--- src/rtl/not_not_judge_pkg.sv ---
// Shared Not Not definitions: round FSM states, verdict LED codes, colour switch indices
// and the answer-grading rule used by the judge.
package not_not_pkg;

  typedef enum logic [2:0] {
    ST_IDLE,
    ST_ARMED,
    ST_ANSWER,
    ST_JUDGE,
    ST_SHOW,
    ST_OVER
  } state_e;

  localparam logic [1:0] VERDICT_NONE    = 2'b00;
  localparam logic [1:0] VERDICT_CORRECT = 2'b01;
  localparam logic [1:0] VERDICT_WRONG   = 2'b10;

  // Bit positions in expected_mask / player_sw, shared with the prompt generator
  localparam int COL_RED    = 0;
  localparam int COL_GREEN  = 1;
  localparam int COL_BLUE   = 2;
  localparam int COL_YELLOW = 3;

  function automatic logic is_onehot4(input logic [3:0] v);
    return (v != 4'b0000) && ((v & (v - 4'd1)) == 4'b0000);
  endfunction

  // An empty mask means "do nothing": only letting the timer run out is correct.
  function automatic logic answer_ok(input logic [3:0] mask, input logic [3:0] sw,
                                     input logic submitted);
    if (mask == 4'b0000) return !submitted;
    return submitted && is_onehot4(sw) && ((sw & mask) != 4'b0000);
  endfunction

endpackage

--- src/rtl/bcd_counter_2d.sv ---
// Two-digit BCD counter, saturating at 99; clear and inc take effect on the next clock.
// Sync active-high reset; clear has priority over inc; no backpressure.
module bcd_counter_2d (
  input  logic       clock,
  input  logic       reset,
  input  logic       clear,
  input  logic       inc,
  output logic [7:0] value
);

  logic [3:0] ones_q;
  logic [3:0] tens_q;
  logic       at_max_d;

  assign at_max_d = (tens_q == 4'd9) && (ones_q == 4'd9);

  always_ff @(posedge clock) begin
    if (reset || clear) begin
      ones_q <= 4'd0;
      tens_q <= 4'd0;
    end else if (inc && !at_max_d) begin
      if (ones_q == 4'd9) begin
        ones_q <= 4'd0;
        tens_q <= tens_q + 4'd1;
      end else begin
        ones_q <= ones_q + 4'd1;
      end
    end
  end

  assign value = {tens_q, ones_q};

endmodule

--- src/rtl/not_not_judge.sv ---
// Not Not round judge: captures the player's answer, grades it, keeps score/lives, asks for prompts.
// All outputs registered; verdict pulses one cycle after JUDGE; no backpressure (prompts only accepted in ARMED).
module not_not_judge
  import not_not_pkg::*;
#(
  parameter int TIMEOUT_CYCLES = 100000000,
  parameter int SHOW_CYCLES    = 25000000,
  parameter int LIVES          = 3,
  parameter int TIMER_W        = 27
) (
  input  logic               clock,
  input  logic               reset,
  input  logic               start,
  input  logic [3:0]         expected_mask,
  input  logic               prompt_valid,
  input  logic [3:0]         player_sw,
  input  logic               submit,
  output logic               next_prompt,
  output logic               correct,
  output logic               wrong,
  output logic [1:0]         verdict_led,
  output logic [7:0]         score_bcd,
  output logic [1:0]         lives,
  output logic [TIMER_W-1:0] time_left,
  output logic               game_over
);

  localparam logic [TIMER_W-1:0] TIMEOUT_RELOAD = TIMER_W'(TIMEOUT_CYCLES - 1);
  localparam logic [TIMER_W-1:0] SHOW_RELOAD    = TIMER_W'(SHOW_CYCLES - 1);
  localparam logic [1:0]         LIVES_INIT     = 2'(LIVES);

  state_e             state_q;
  logic [TIMER_W-1:0] timer_q;
  logic [3:0]         mask_q;
  logic [3:0]         sw_q;
  logic               submitted_q;
  logic               sub_prev_q;
  logic [1:0]         lives_q;
  logic [1:0]         verdict_q;
  logic               next_prompt_q;
  logic               correct_q;
  logic               wrong_q;
  logic               game_over_q;

  logic submit_edge_d;
  logic judge_ok_d;
  logic score_inc_d;

  assign submit_edge_d = submit && !sub_prev_q;
  assign judge_ok_d    = answer_ok(mask_q, sw_q, submitted_q);
  assign score_inc_d   = !start && (state_q == ST_JUDGE) && judge_ok_d;

  bcd_counter_2d u_score (
    .clock (clock),
    .reset (reset),
    .clear (start),
    .inc   (score_inc_d),
    .value (score_bcd)
  );

  always_ff @(posedge clock) begin
    if (reset) begin
      state_q       <= ST_IDLE;
      timer_q       <= '0;
      mask_q        <= 4'b0000;
      sw_q          <= 4'b0000;
      submitted_q   <= 1'b0;
      sub_prev_q    <= 1'b0;
      lives_q       <= 2'd0;
      verdict_q     <= VERDICT_NONE;
      next_prompt_q <= 1'b0;
      correct_q     <= 1'b0;
      wrong_q       <= 1'b0;
      game_over_q   <= 1'b0;
    end else begin
      next_prompt_q <= 1'b0;
      correct_q     <= 1'b0;
      wrong_q       <= 1'b0;
      if (start) begin
        state_q       <= ST_ARMED;
        timer_q       <= '0;
        lives_q       <= LIVES_INIT;
        verdict_q     <= VERDICT_NONE;
        game_over_q   <= 1'b0;
        next_prompt_q <= 1'b1;
      end else begin
        case (state_q)
          ST_ARMED: begin
            if (prompt_valid) begin
              mask_q     <= expected_mask;
              timer_q    <= TIMEOUT_RELOAD;
              sub_prev_q <= 1'b0;
              state_q    <= ST_ANSWER;
            end
          end
          ST_ANSWER: begin
            sub_prev_q <= submit;
            // A submit edge on the final cycle still counts as an answer
            if (submit_edge_d) begin
              sw_q        <= player_sw;
              submitted_q <= 1'b1;
              state_q     <= ST_JUDGE;
            end else if (timer_q == '0) begin
              submitted_q <= 1'b0;
              state_q     <= ST_JUDGE;
            end else begin
              timer_q <= timer_q - 1'b1;
            end
          end
          ST_JUDGE: begin
            correct_q <= judge_ok_d;
            wrong_q   <= !judge_ok_d;
            verdict_q <= judge_ok_d ? VERDICT_CORRECT : VERDICT_WRONG;
            if (!judge_ok_d && (lives_q != 2'd0)) lives_q <= lives_q - 2'd1;
            timer_q   <= SHOW_RELOAD;
            state_q   <= ST_SHOW;
          end
          ST_SHOW: begin
            if (timer_q == '0) begin
              verdict_q <= VERDICT_NONE;
              if (lives_q == 2'd0) begin
                game_over_q <= 1'b1;
                state_q     <= ST_OVER;
              end else begin
                next_prompt_q <= 1'b1;
                state_q       <= ST_ARMED;
              end
            end else begin
              timer_q <= timer_q - 1'b1;
            end
          end
          default: ;
        endcase
      end
    end
  end

  assign next_prompt = next_prompt_q;
  assign correct     = correct_q;
  assign wrong       = wrong_q;
  assign verdict_led = verdict_q;
  assign lives       = lives_q;
  assign game_over   = game_over_q;
  assign time_left   = (state_q == ST_ANSWER) ? timer_q : '0;

endmodule

--- config.mk ---
export PLATFORM = sky130hd
export DESIGN_NAME = not_not_judge
export DESIGN_NICKNAME = d
export VERILOG_FILES = /design/src/rtl/not_not_judge_pkg.sv /design/src/rtl/bcd_counter_2d.sv /design/src/rtl/not_not_judge.sv
export SDC_FILE = /design/constraint.sdc
export NUM_CORES = 1
export LEC_CHECK = 0
export CAP_MARGIN = 40
export CELL_PAD_IN_SITES_DETAIL_PLACEMENT = 2
export CELL_PAD_IN_SITES_GLOBAL_PLACEMENT = 2
export CORE_MARGIN = 10
export CORE_UTILIZATION = 31
export CTS_CLUSTER_SIZE = 12
export DETAILED_ROUTE_END_ITERATION = 12
export GPL_TIMING_DRIVEN = 0
export PLACE_DENSITY_LB_ADDON = 0.12
export SLEW_MARGIN = 0
export SYNTH_ARGS = -nofsm -noshare
export SYNTH_HDL_FRONTEND = slang
export SYNTH_HIERARCHICAL = 1
export SYNTH_SLANG_ARGS = --single-unit
export TNS_END_PERCENT = 30
--- constraint.sdc ---
create_clock -name clock -period 3.4 [get_ports clock]
set_clock_uncertainty 0.1 [all_clocks]
set_input_delay 0.51 -clock clock [delete_from_list [all_inputs] [get_ports clock]]
set_output_delay 0.51 -clock clock [all_outputs]
set_load 0.02 [all_outputs]
# Word level (Yosys, flattened, before mapping)
# Cells that the tools add are included.
# word_totals
output_inout_bits	43
wordCells	109
input_bits	13
register_bits	56
# classes
n_reduce_logical	42
addsub	5
eq_ne	13
mux	30
bitwise	4
# op_table
op	count
$mux 27	4
$pmux 27 s4	1
$logic_not 27->1	1
$sub 27x1->27 const B	1
$reduce_and 3->1	6
$mux 3	5
$pmux 3 s4	1
$reduce_bool 2->1	6
$reduce_bool 4->1	3
$mux 1	11
$mux 2	5
$logic_and 1x1->1	9
$ne 3x3->1 const B	3
$add 4x1->4 const B	2
$and 4x4->4	2
$eq 4x4->1 const B	2
$logic_not 4->1	2
$reduce_and 4->1	2
$eq 3x2->1 const B	2
$ne 2x2->1 const B	3
$reduce_and 2->1	3
$logic_not 1->1	5
$reduce_bool 5->1	1
$mux 4	1
other kinds (12)	13

# Depth between registers and ports, before layout
# Gate-level depths: netlist of run 1.
# logic_depth
word_depth	12
depth_mapped	10
depth_no_buf	8

# Hierarchy
# Netlist of run 1, hierarchy kept.
# by_module_without_submodules
mod	seq_area_each_um2	instances	cells_each	area_each_um2
not_not_judge	960.9	1	335	2721.4
bcd_counter_2d	160.2	1	50	424.2

# Worst setup path after synthesis of run 1
# OpenSTA, ideal clock, no wires.
# synth_path
kind	flip-flop to flip-flop
from	register timer_q[0]
to	register timer_q[12]
t_required_ns	3.183
synth_period_minus_slack_ns	2.701
slack_ns	0.699
path_buffers	3
path_stages_with_launch	11
setup_ns	0.117
t_arrival_ns	2.484
cell_sequence	dfxtp_1 inv_1 ha_1 or3b_2 or4_1 buf_2 o211ai_2 buf_6 buf_4 nand2_1 a32o_1
# synth_between
elab_chain_cells	4
word_cells_on_any_way	5
classes_between	add/sub: 1; mux: 3; reduce/logical: 1
# synth_lines
item	line	text
start: declaration	not_not_judge.sv:33	logic [TIMER_W-1:0] timer_q;
start signal: assignment	not_not_judge.sv:107	timer_q <= timer_q - 1'b1;
start signal: assignment	not_not_judge.sv:129	timer_q <= timer_q - 1'b1;
$sub 27x1->27 / $logic_not 27->1 (equally long branches)	-	
$mux 27 (*)	not_not_judge.sv:103, not_not_judge.sv:119	
$mux 27	not_not_judge.sv:99	if (submit_edge_d) begin
$pmux 27 s4 (*)	not_not_judge.sv:87	case (state_q)
# Mark *: on every way between the ends. The rest lies on a longest branch, timed or not. The select of a mux whose other input is x is not followed.
# A chain may end at the register's enable or synchronous reset.

# Worst setup path after layout of run 1
# layout_path
from	register timer_q[0]
to	register timer_q[6]
# Same word-level chain as after synthesis.

==> results of run 1 <==
through the flow:
stage                     cells  hold WS [ns]  utilization (%)
final                       583         0.390             40.5
after global placement      573         0.366             39.3
after global routing        583         0.437             40.5
after detailed placement    575         0.381             39.4
after CTS                   583         0.397             40.4
after floorplan             385         0.352                -
per-layer routing:
metal  wire (um)  share of wire (%)  track usage [%]  up-vias
li1            -                  -                -     1566
met1        5060                 45             19.4     1617
met2        5610                 49             27.6       67
met3         605                5.3             2.89        9
met4          78               0.69             2.94        0
met5           0                  0                0        -
state kept, by name, summed over array words and instances, names as in the netlist, 2 cells and up:
name / count
u_score/ones_q: 4
sw_q: 4
u_score/tens_q: 4
timer_q: 27
verdict_led: 2
lives: 2
mask_q: 4
state_q: 3
critical path: stages, from the launching register on:
cell and delay (ns):
sky130_fd_sc_hd__dfxtp_1 0.37, sky130_fd_sc_hd__inv_1 0.07, sky130_fd_sc_hd__ha_1 0.21, sky130_fd_sc_hd__or3b_2 0.54, sky130_fd_sc_hd__or4_1 0.53, sky130_fd_sc_hd__buf_2 0.21
sky130_fd_sc_hd__o211ai_4 0.30, sky130_fd_sc_hd__buf_6 0.20, sky130_fd_sc_hd__buf_4 0.20, sky130_fd_sc_hd__nand2_1 0.09, sky130_fd_sc_hd__a32o_1 0.24
cell families after synthesis:
| family | Yosys count | share of synthesized area, % |
|---|---|---|
| AOI/OAI and AO/OA | 100 | 21.3 |
| and+or+nand+nor | 175 | 32.0 |
| muxes | 10 | 3.22 |
| xor gates and xnor gates | 5 | 1.39 |
| adders and majority gates | 4 | 1.59 |
| buffers and inverters | 35 | 4.85 |
| DFF | 56 | 35.6 |
repair_timing:
action,CTS,global route
resized for setup,1,2
endpoints found under the setup margin,10,12
gates cloned,0,0
how the worst min path moves through the flow:
stage / from / to / depth (start not counted)
floorplan: timer_q[15] / timer_q[15] / 2
global placement: verdict_led[1] / verdict_led[1] / 2
detailed placement: verdict_led[1] / verdict_led[1] / 2
CTS: verdict_led[1] / verdict_led[1] / 2
global route: verdict_led[0] / verdict_led[0] / 2
finish: verdict_led[1] / verdict_led[1] / 2
power breakdown:
part / internal (W) / total (W) / switching (W)
Sequential: 0.000678 / 0.000706 / 0.0000284
Clock: 0.000148 / 0.000392 / 0.000244
Combinational: 0.000137 / 0.000380 / 0.000242
cells in the mapped netlist, drive strengths merged, types with 2 or more instances:
cell type,count,area (sq um)
nand2,21,78.8
or2,3,18.8
nor4,8,62.6
a2111oi,2,17.5
a32o,2,20.0
nand3b,3,22.5
xor2,4,35.0
o211ai,3,27.5
a211oi,5,37.5
nor3b,4,30.0
a2111o,2,22.5
nor4bb,3,30.0
or3,8,50.1
inv,10,37.5
nand4,2,12.5
o22ai,2,12.5
o2111ai,2,17.5
a21oi,26,130
o32ai,2,17.5
nand3,12,60.1
nand2b,5,31.3
and2,31,194
or4,15,116
nor2b,2,12.5
and3b,2,17.5
dfxtp,56,1120
clkbuf,20,76.3
nor4b,2,17.5
mux2i,9,90.1
o311ai,2,17.5
o31ai,10,75.1
o21ai,16,80.1
a31oi,14,87.6
nand4b,2,17.5
a311oi,2,17.5
ha,4,50.1
buf,5,38.8
nor3,10,50.1
o21a,2,15.0
nor2,37,139
or3b,2,17.5
cell type report:
cell class	count	area, sq um	area share (%)
Clock buffer	6	72.6	1.82
Buffer	25	116	2.93
Sequential cell	56	1120	28.2
Timing Repair Buffer	57	562	14.1
Tap cell	133	166	4.18
Clock inverter	2	16.3	0.409
Inverter	10	37.5	0.944
Multi-Input combinational cell	294	1890	47.4
==> flow_results.xml, run 1 <==
<?xml version="1.0" encoding="UTF-8"?>
<metrics>
  <group name="placement">
    <metric name="number_of_i_o_port_buffers" unit="">55</metric>
    <metric name="dpl_worst_slack" unit="ns">0.147</metric>
    <metric name="routabilityCongestion" unit="">0.810</metric>
    <metric name="post-dp-hpwl" unit="um">8650</metric>
    <metric name="place_area" unit="sq um">3870</metric>
  </group>
  <group name="clocking">
    <metric name="clkSlewWorstSetupHoldPaths" unit="ns">0.11</metric>
    <metric name="ctsHtreeMaxLevel" unit="">2</metric>
    <metric name="numClockSinks" unit="">56</metric>
    <metric name="cts_tree" unit="">built</metric>
    <metric name="buffers_from_clock_root_to_sink_at_most" unit="">2</metric>
    <metric name="root_buffer" unit="">sky130_fd_sc_hd__clkbuf_8</metric>
    <metric name="clock_latency" unit="ns">0.32</metric>
    <metric name="cts-buffers-inserted" unit="">5</metric>
    <metric name="cts_setup_buffers" unit="">0</metric>
    <metric name="holdBufCountCts" unit="">0</metric>
  </group>
  <group name="detailed_routing">
    <metric name="drt-total-wl" unit="um">11300</metric>
    <metric name="route.vias.total" unit="">3259</metric>
    <metric name="violation_count_after_the_first_detailed_route_iteration" unit="">166</metric>
    <metric name="drt-wirelength-per-cell" unit="um">19.5</metric>
    <metric name="drt_drc_violations_left" unit="">0</metric>
    <metric name="postRouteAntennaNets" unit="">0</metric>
    <metric name="vias_per_cell" unit="">5.59</metric>
    <metric name="firstDrtPassIters" unit="">4</metric>
  </group>
  <group name="synth">
    <metric name="synthesis.yosys.warnings" unit="">6</metric>
    <metric name="synth_enable_flop_cells" unit="">0</metric>
    <metric name="yosys_register_bits" unit="">56</metric>
    <metric name="syn-instance-count" unit="">385</metric>
    <metric name="postSynth.asyncResetShare" unit="%">0</metric>
    <metric name="mappedNetlistNets" unit="">402</metric>
    <metric name="synth_area" unit="sq um">3150</metric>
    <metric name="synth.distinct_cells" unit="">62</metric>
    <metric name="syn_area_per_cell" unit="sq um">8.17</metric>
    <metric name="synth_seq_area_share" unit="%">35.6</metric>
    <metric name="synth_flop_cell" unit="">sky130_fd_sc_hd__dfxtp_1</metric>
  </group>
  <group name="global_routing">
    <metric name="total_congestion_overflow_after_global_routing" unit="">0</metric>
    <metric name="grt_usage" unit="%">15.7</metric>
    <metric name="grt_pass1_wl" unit="um">18800</metric>
    <metric name="grt_antenna_before_repair" unit="">0</metric>
    <metric name="grt_start_max_net_pins" unit="">18</metric>
    <metric name="first_global_vias" unit="">3484</metric>
  </group>
  <group name="sta">
    <metric name="timing.setup.tns" unit="ns">0</metric>
    <metric name="timing.final.setup_violations" unit="">0</metric>
    <metric name="slew_headroom" unit="%">47.7</metric>
    <metric name="unrepaired_setup_endpoints_after_global_routing" unit="">no</metric>
    <metric name="final_hold_viol_count" unit="">0</metric>
    <metric name="max_freq" unit="MHz">316</metric>
    <metric name="setup_ws" unit="ns">0.237</metric>
    <metric name="final_min_period_over_clock_period" unit="%">93.0</metric>
    <metric name="tightest_slew" unit="ns">0.778</metric>
    <metric name="max_slew_violation_count" unit="">0</metric>
    <metric name="layout_min_cycle_time" unit="ns">3.16</metric>
  </group>
  <group name="layout">
    <metric name="area_growth_syn_to_layout" unit="%">26.5</metric>
    <metric name="layout.filler_cells" unit="">1182</metric>
    <metric name="final_layout_size_suffix_gt1_share" unit="%">5.56</metric>
    <metric name="final_nets" unit="">466</metric>
    <metric name="final_cell_area_excluding_filler_cells" unit="sq um">3980</metric>
    <metric name="n_antenna_cell" unit="">0</metric>
    <metric name="final_common_cell" unit="">sky130_fd_sc_hd__dfxtp_1</metric>
    <metric name="commonest_cells_after_routing_fill_and_taps_aside" unit="">56 x sky130_fd_sc_hd__dfxtp_1, 55 x sky130_fd_sc_hd__clkdlybuf4s50_1, 37 x sky130_fd_sc_hd__nor2_1</metric>
  </group>
  <group name="die">
    <metric name="core_footprint" unit="sq um">9820</metric>
    <metric name="floorplan.initialDensity" unit="%">32.0</metric>
    <metric name="die_h" unit="um">121</metric>
    <metric name="placementRows" unit="">36</metric>
    <metric name="die_area" unit="sq um">14600</metric>
    <metric name="fp.dieW" unit="um">121</metric>
    <metric name="ios" unit="">56</metric>
  </group>
  <group name="worst_setup_path">
    <metric name="rr_startpoint" unit="">timer_q[0]</metric>
    <metric name="critical_path_arrival" unit="ns">3.29</metric>
    <metric name="worst-r2r-setup-slack" unit="ns">0.24</metric>
    <metric name="timing.critical_path.required" unit="ns">3.52</metric>
    <metric name="timing_worst_setup_path_type" unit="">reg2reg</metric>
    <metric name="reg2reg_to" unit="">timer_q[6]</metric>
    <metric name="crit_path_max_fanout" unit="">10</metric>
    <metric name="cp-end-kind" unit="">flop</metric>
    <metric name="timing.reg2reg.worst_path_depth" unit="">10</metric>
    <metric name="setup.worst_path.start_class" unit="">flop</metric>
    <metric name="crit_start" unit="">timer_q[0]</metric>
    <metric name="worst_setup_path_endpoint" unit="">timer_q[6]</metric>
  </group>
  <group name="power_and_ir_drop">
    <metric name="peakVddDrop" unit="mV">0.192</metric>
    <metric name="power" unit="W">0.00148</metric>
    <metric name="p_leak" unit="nW">1.35</metric>
    <metric name="power_density" unit="nW/um^2">372</metric>
  </group>
  <group name="worst_hold_path">
    <metric name="hold_path_class" unit="">reg2reg</metric>
  </group>
  <group name="run_status">
    <metric name="result_of_the_run" unit="">finished, final reports clean</metric>
  </group>
  <group name="job">
    <metric name="drv_cap" unit="">0</metric>
  </group>
</metrics>
Power figures use the tool's default switching activity.
==> run 2, diff against run 1 <==
==> constraint.sdc (replaced) <==
create_clock -name clock -period 3.44 [get_ports clock]
set_clock_uncertainty 0.1 [all_clocks]
set_input_delay 0.516 -clock clock [delete_from_list [all_inputs] [get_ports clock]]
set_output_delay 0.516 -clock clock [all_outputs]
set_load 0.02 [all_outputs]
==> run 2 against run 1 <==
Critical path depth unchanged. Sequential share of layout area is 0.062 points higher. Total power fell by 1.3%. Setup slack got worse by 0.047 ns. Sequential power down 1%. Combinational power decreased by 2%. Critical path type unchanged. Critical endpoint unchanged.
==> flow_results.xml, run 2 (synthesis gave the netlist of run 1 again) <==
<?xml version="1.0" encoding="UTF-8"?>
<metrics>
  <group name="die">
    <metric name="floorplan.initialDensity" unit="%">32.0</metric>
    <metric name="placementRows" unit="">36</metric>
    <metric name="die_area" unit="sq um">14600</metric>
    <metric name="die_h" unit="um">121</metric>
    <metric name="ios" unit="">56</metric>
    <metric name="core_footprint" unit="sq um">9820</metric>
    <metric name="fp.dieW" unit="um">121</metric>
  </group>
  <group name="global_routing">
    <metric name="grt_usage" unit="%">15.7</metric>
    <metric name="grt_antenna_before_repair" unit="">0</metric>
    <metric name="groute.layer.met3.usage" unit="%">2.89</metric>
    <metric name="grt_start_max_net_pins" unit="">18</metric>
    <metric name="grt_use_met1" unit="%">19.4</metric>
    <metric name="grt_busiest_layer" unit="">met2</metric>
    <metric name="total_congestion_overflow_after_global_routing" unit="">0</metric>
    <metric name="grt_pass1_wl" unit="um">18800</metric>
    <metric name="met2_usage" unit="%">27.6</metric>
    <metric name="first_global_vias" unit="">3484</metric>
  </group>
  <group name="placement">
    <metric name="routabilityCongestion" unit="">0.810</metric>
    <metric name="post-dp-hpwl" unit="um">8650</metric>
    <metric name="number_of_i_o_port_buffers" unit="">55</metric>
  </group>
  <group name="sta">
    <metric name="tightest_slew" unit="ns">0.790</metric>
    <metric name="slew_headroom" unit="%">46.9</metric>
    <metric name="timing.hold.ws" unit="ns">0.389</metric>
    <metric name="final_min_period_over_clock_period" unit="%">94.5</metric>
    <metric name="final_hold_viol_count" unit="">0</metric>
    <metric name="timing.setup.tns" unit="ns">0</metric>
    <metric name="unrepaired_setup_endpoints_after_global_routing" unit="">no</metric>
    <metric name="timing.final.setup_violations" unit="">0</metric>
    <metric name="layout_min_cycle_time" unit="ns">3.25</metric>
    <metric name="max_slew_violation_count" unit="">0</metric>
    <metric name="max_freq" unit="MHz">308</metric>
  </group>
  <group name="clocking">
    <metric name="numClockSinks" unit="">56</metric>
    <metric name="clock_latency" unit="ns">0.32</metric>
    <metric name="ctsHtreeMaxLevel" unit="">2</metric>
    <metric name="cts_tree" unit="">built</metric>
    <metric name="root_buffer" unit="">sky130_fd_sc_hd__clkbuf_8</metric>
    <metric name="cts-buffers-inserted" unit="">5</metric>
    <metric name="cts_setup_buffers" unit="">0</metric>
    <metric name="clkSlewWorstSetupHoldPaths" unit="ns">0.11</metric>
    <metric name="buffers_from_clock_root_to_sink_at_most" unit="">2</metric>
  </group>
  <group name="worst_hold_path">
    <metric name="timing.hold.worst.start" unit="">verdict_led[1]</metric>
    <metric name="timing.hold.worst_path_depth" unit="">2</metric>
    <metric name="hold_path_class" unit="">reg2reg</metric>
    <metric name="hold-path-endpoint" unit="">verdict_led[1]</metric>
  </group>
  <group name="layout">
    <metric name="top_register" unit="">timer_q</metric>
    <metric name="final_layout_size_suffix_gt1_share" unit="%">5.56</metric>
    <metric name="final_nets" unit="">466</metric>
    <metric name="n_antenna_cell" unit="">0</metric>
    <metric name="area_growth_syn_to_layout" unit="%">26.2</metric>
    <metric name="final_common_cell" unit="">sky130_fd_sc_hd__dfxtp_1</metric>
    <metric name="commonest_cells_after_routing_fill_and_taps_aside" unit="">56 x sky130_fd_sc_hd__dfxtp_1, 55 x sky130_fd_sc_hd__clkdlybuf4s50_1, 37 x sky130_fd_sc_hd__nor2_1</metric>
    <metric name="largest_register_ff_count" unit="">27</metric>
    <metric name="layout.filler_cells" unit="">1184</metric>
  </group>
  <group name="worst_setup_path">
    <metric name="critical_path_arrival" unit="ns">3.37</metric>
    <metric name="crit_chain" unit="">inv_1 -&gt; ha_1 -&gt; or3b_2 -&gt; or4_1 -&gt; buf_2 -&gt; o211ai_2 -&gt; buf_6 -&gt; buf_4 -&gt; nand2_1 -&gt; a32o_1</metric>
    <metric name="timing.critical_path.slowest_stage_cell" unit="">sky130_fd_sc_hd__or3b_2</metric>
    <metric name="timing.reg2reg.worst_path_depth" unit="">10</metric>
    <metric name="timing_worst_setup_path_type" unit="">reg2reg</metric>
    <metric name="rr_startpoint" unit="">timer_q[0]</metric>
    <metric name="setup.worst_path.start_class" unit="">flop</metric>
    <metric name="critPathMaxStageDelay" unit="ns">0.54</metric>
    <metric name="timing.critical_path.required" unit="ns">3.56</metric>
    <metric name="crit_path_max_fanout" unit="">10</metric>
    <metric name="cp-end-kind" unit="">flop</metric>
    <metric name="worst-r2r-setup-slack" unit="ns">0.19</metric>
    <metric name="reg2reg_to" unit="">timer_q[6]</metric>
  </group>
  <group name="detailed_routing">
    <metric name="drt-wirelength-per-cell" unit="um">19.5</metric>
    <metric name="drt-total-wl" unit="um">11400</metric>
    <metric name="route.vias.total" unit="">3263</metric>
    <metric name="postRouteAntennaNets" unit="">0</metric>
    <metric name="drt_drc_violations_left" unit="">0</metric>
    <metric name="violation_count_after_the_first_detailed_route_iteration" unit="">153</metric>
    <metric name="firstDrtPassIters" unit="">4</metric>
    <metric name="vias_per_cell" unit="">5.60</metric>
  </group>
  <group name="job">
    <metric name="drv_cap" unit="">0</metric>
  </group>
  <group name="power_and_ir_drop">
    <metric name="p_leak" unit="nW">1.35</metric>
    <metric name="power_density" unit="nW/um^2">368</metric>
    <metric name="power" unit="W">0.00146</metric>
    <metric name="peakVddDrop" unit="mV">0.191</metric>
  </group>
  <group name="run_status">
    <metric name="result_of_the_run" unit="">finished, final reports clean</metric>
  </group>
</metrics>
==> run 2: metal layers <==
layer,routed length [um],share of wire [%],vias to the layer above
met5,0,0,-
met4,78,0.69,0
met3,686,6.0,9
met2,5550,49,77
met1,5060,44,1616
li1,-,-,1561
==> run 2: area by class of cell <==
class	count	area (sq um)	area share (%)
multi-input cells	294	1880	47.3
plain buffers	25	116	2.93
well taps	133	166	4.19
repair buffers	57	562	14.2
clock buffers	6	72.6	1.83
clock inverters	2	16.3	0.410
flip-flops and latches	56	1120	28.2
inverters	10	37.5	0.946
==> run 2: how the worst max path moves through the flow <==
stage               endpoint  slack, ns  cells past startpoint        from
3_5_place_dp     timer_q[12]       0.19                     10  timer_q[0]
3_3_place_gp      timer_q[6]       0.22                     10  timer_q[0]
6_report          timer_q[6]       0.19                     10  timer_q[0]
5_1_grt           timer_q[6]       0.04                     10  timer_q[1]
2_1_floorplan    timer_q[12]       0.74                     10  timer_q[0]
4_1_cts        time_left[22]       0.12                      6  state_q[2]
==> run 2: report_power, final <==
part	switching [W]	total [W]	internal, W
logic	0.000239	0.000374	0.000135
clock network	0.000242	0.000388	0.000146
registers	0.0000280	0.000698	0.000670
total	0.000508	0.00146	0.000951
==> run 2: what timing repair did <==
item / 4_1_cts / 5_1_grt
hold buffers: 0 / 0
resized for setup: 1 / 1
setup endpoints to repair: 10 / 10
endpoints found under the hold margin: 0 / 0
==> run 2: through the flow <==
stage / setup WS (ns) / util, % / cells / area, sq um
detailed placement: 0.187 / 39.4 / 575 / 3870
finish: 0.190 / 40.4 / 583 / 3970
global placement: 0.221 / 39.3 / 573 / 3860
floorplan: 0.739 / - / 385 / 3150
CTS: 0.115 / 40.4 / 583 / 3960
global route: 0.0373 / 40.4 / 583 / 3970
==> run 2: worst max-delay path, delay by kind of cell (launching register included) <==
family	cells	cell delay [ns]
flip-flops	1	0.37
adder cells (fa/ha/maj)	1	0.21
AND/OR/NAND/NOR	3	1.16
AO/OA/AOI/OAI	2	0.61
buffers and inverters	4	0.69
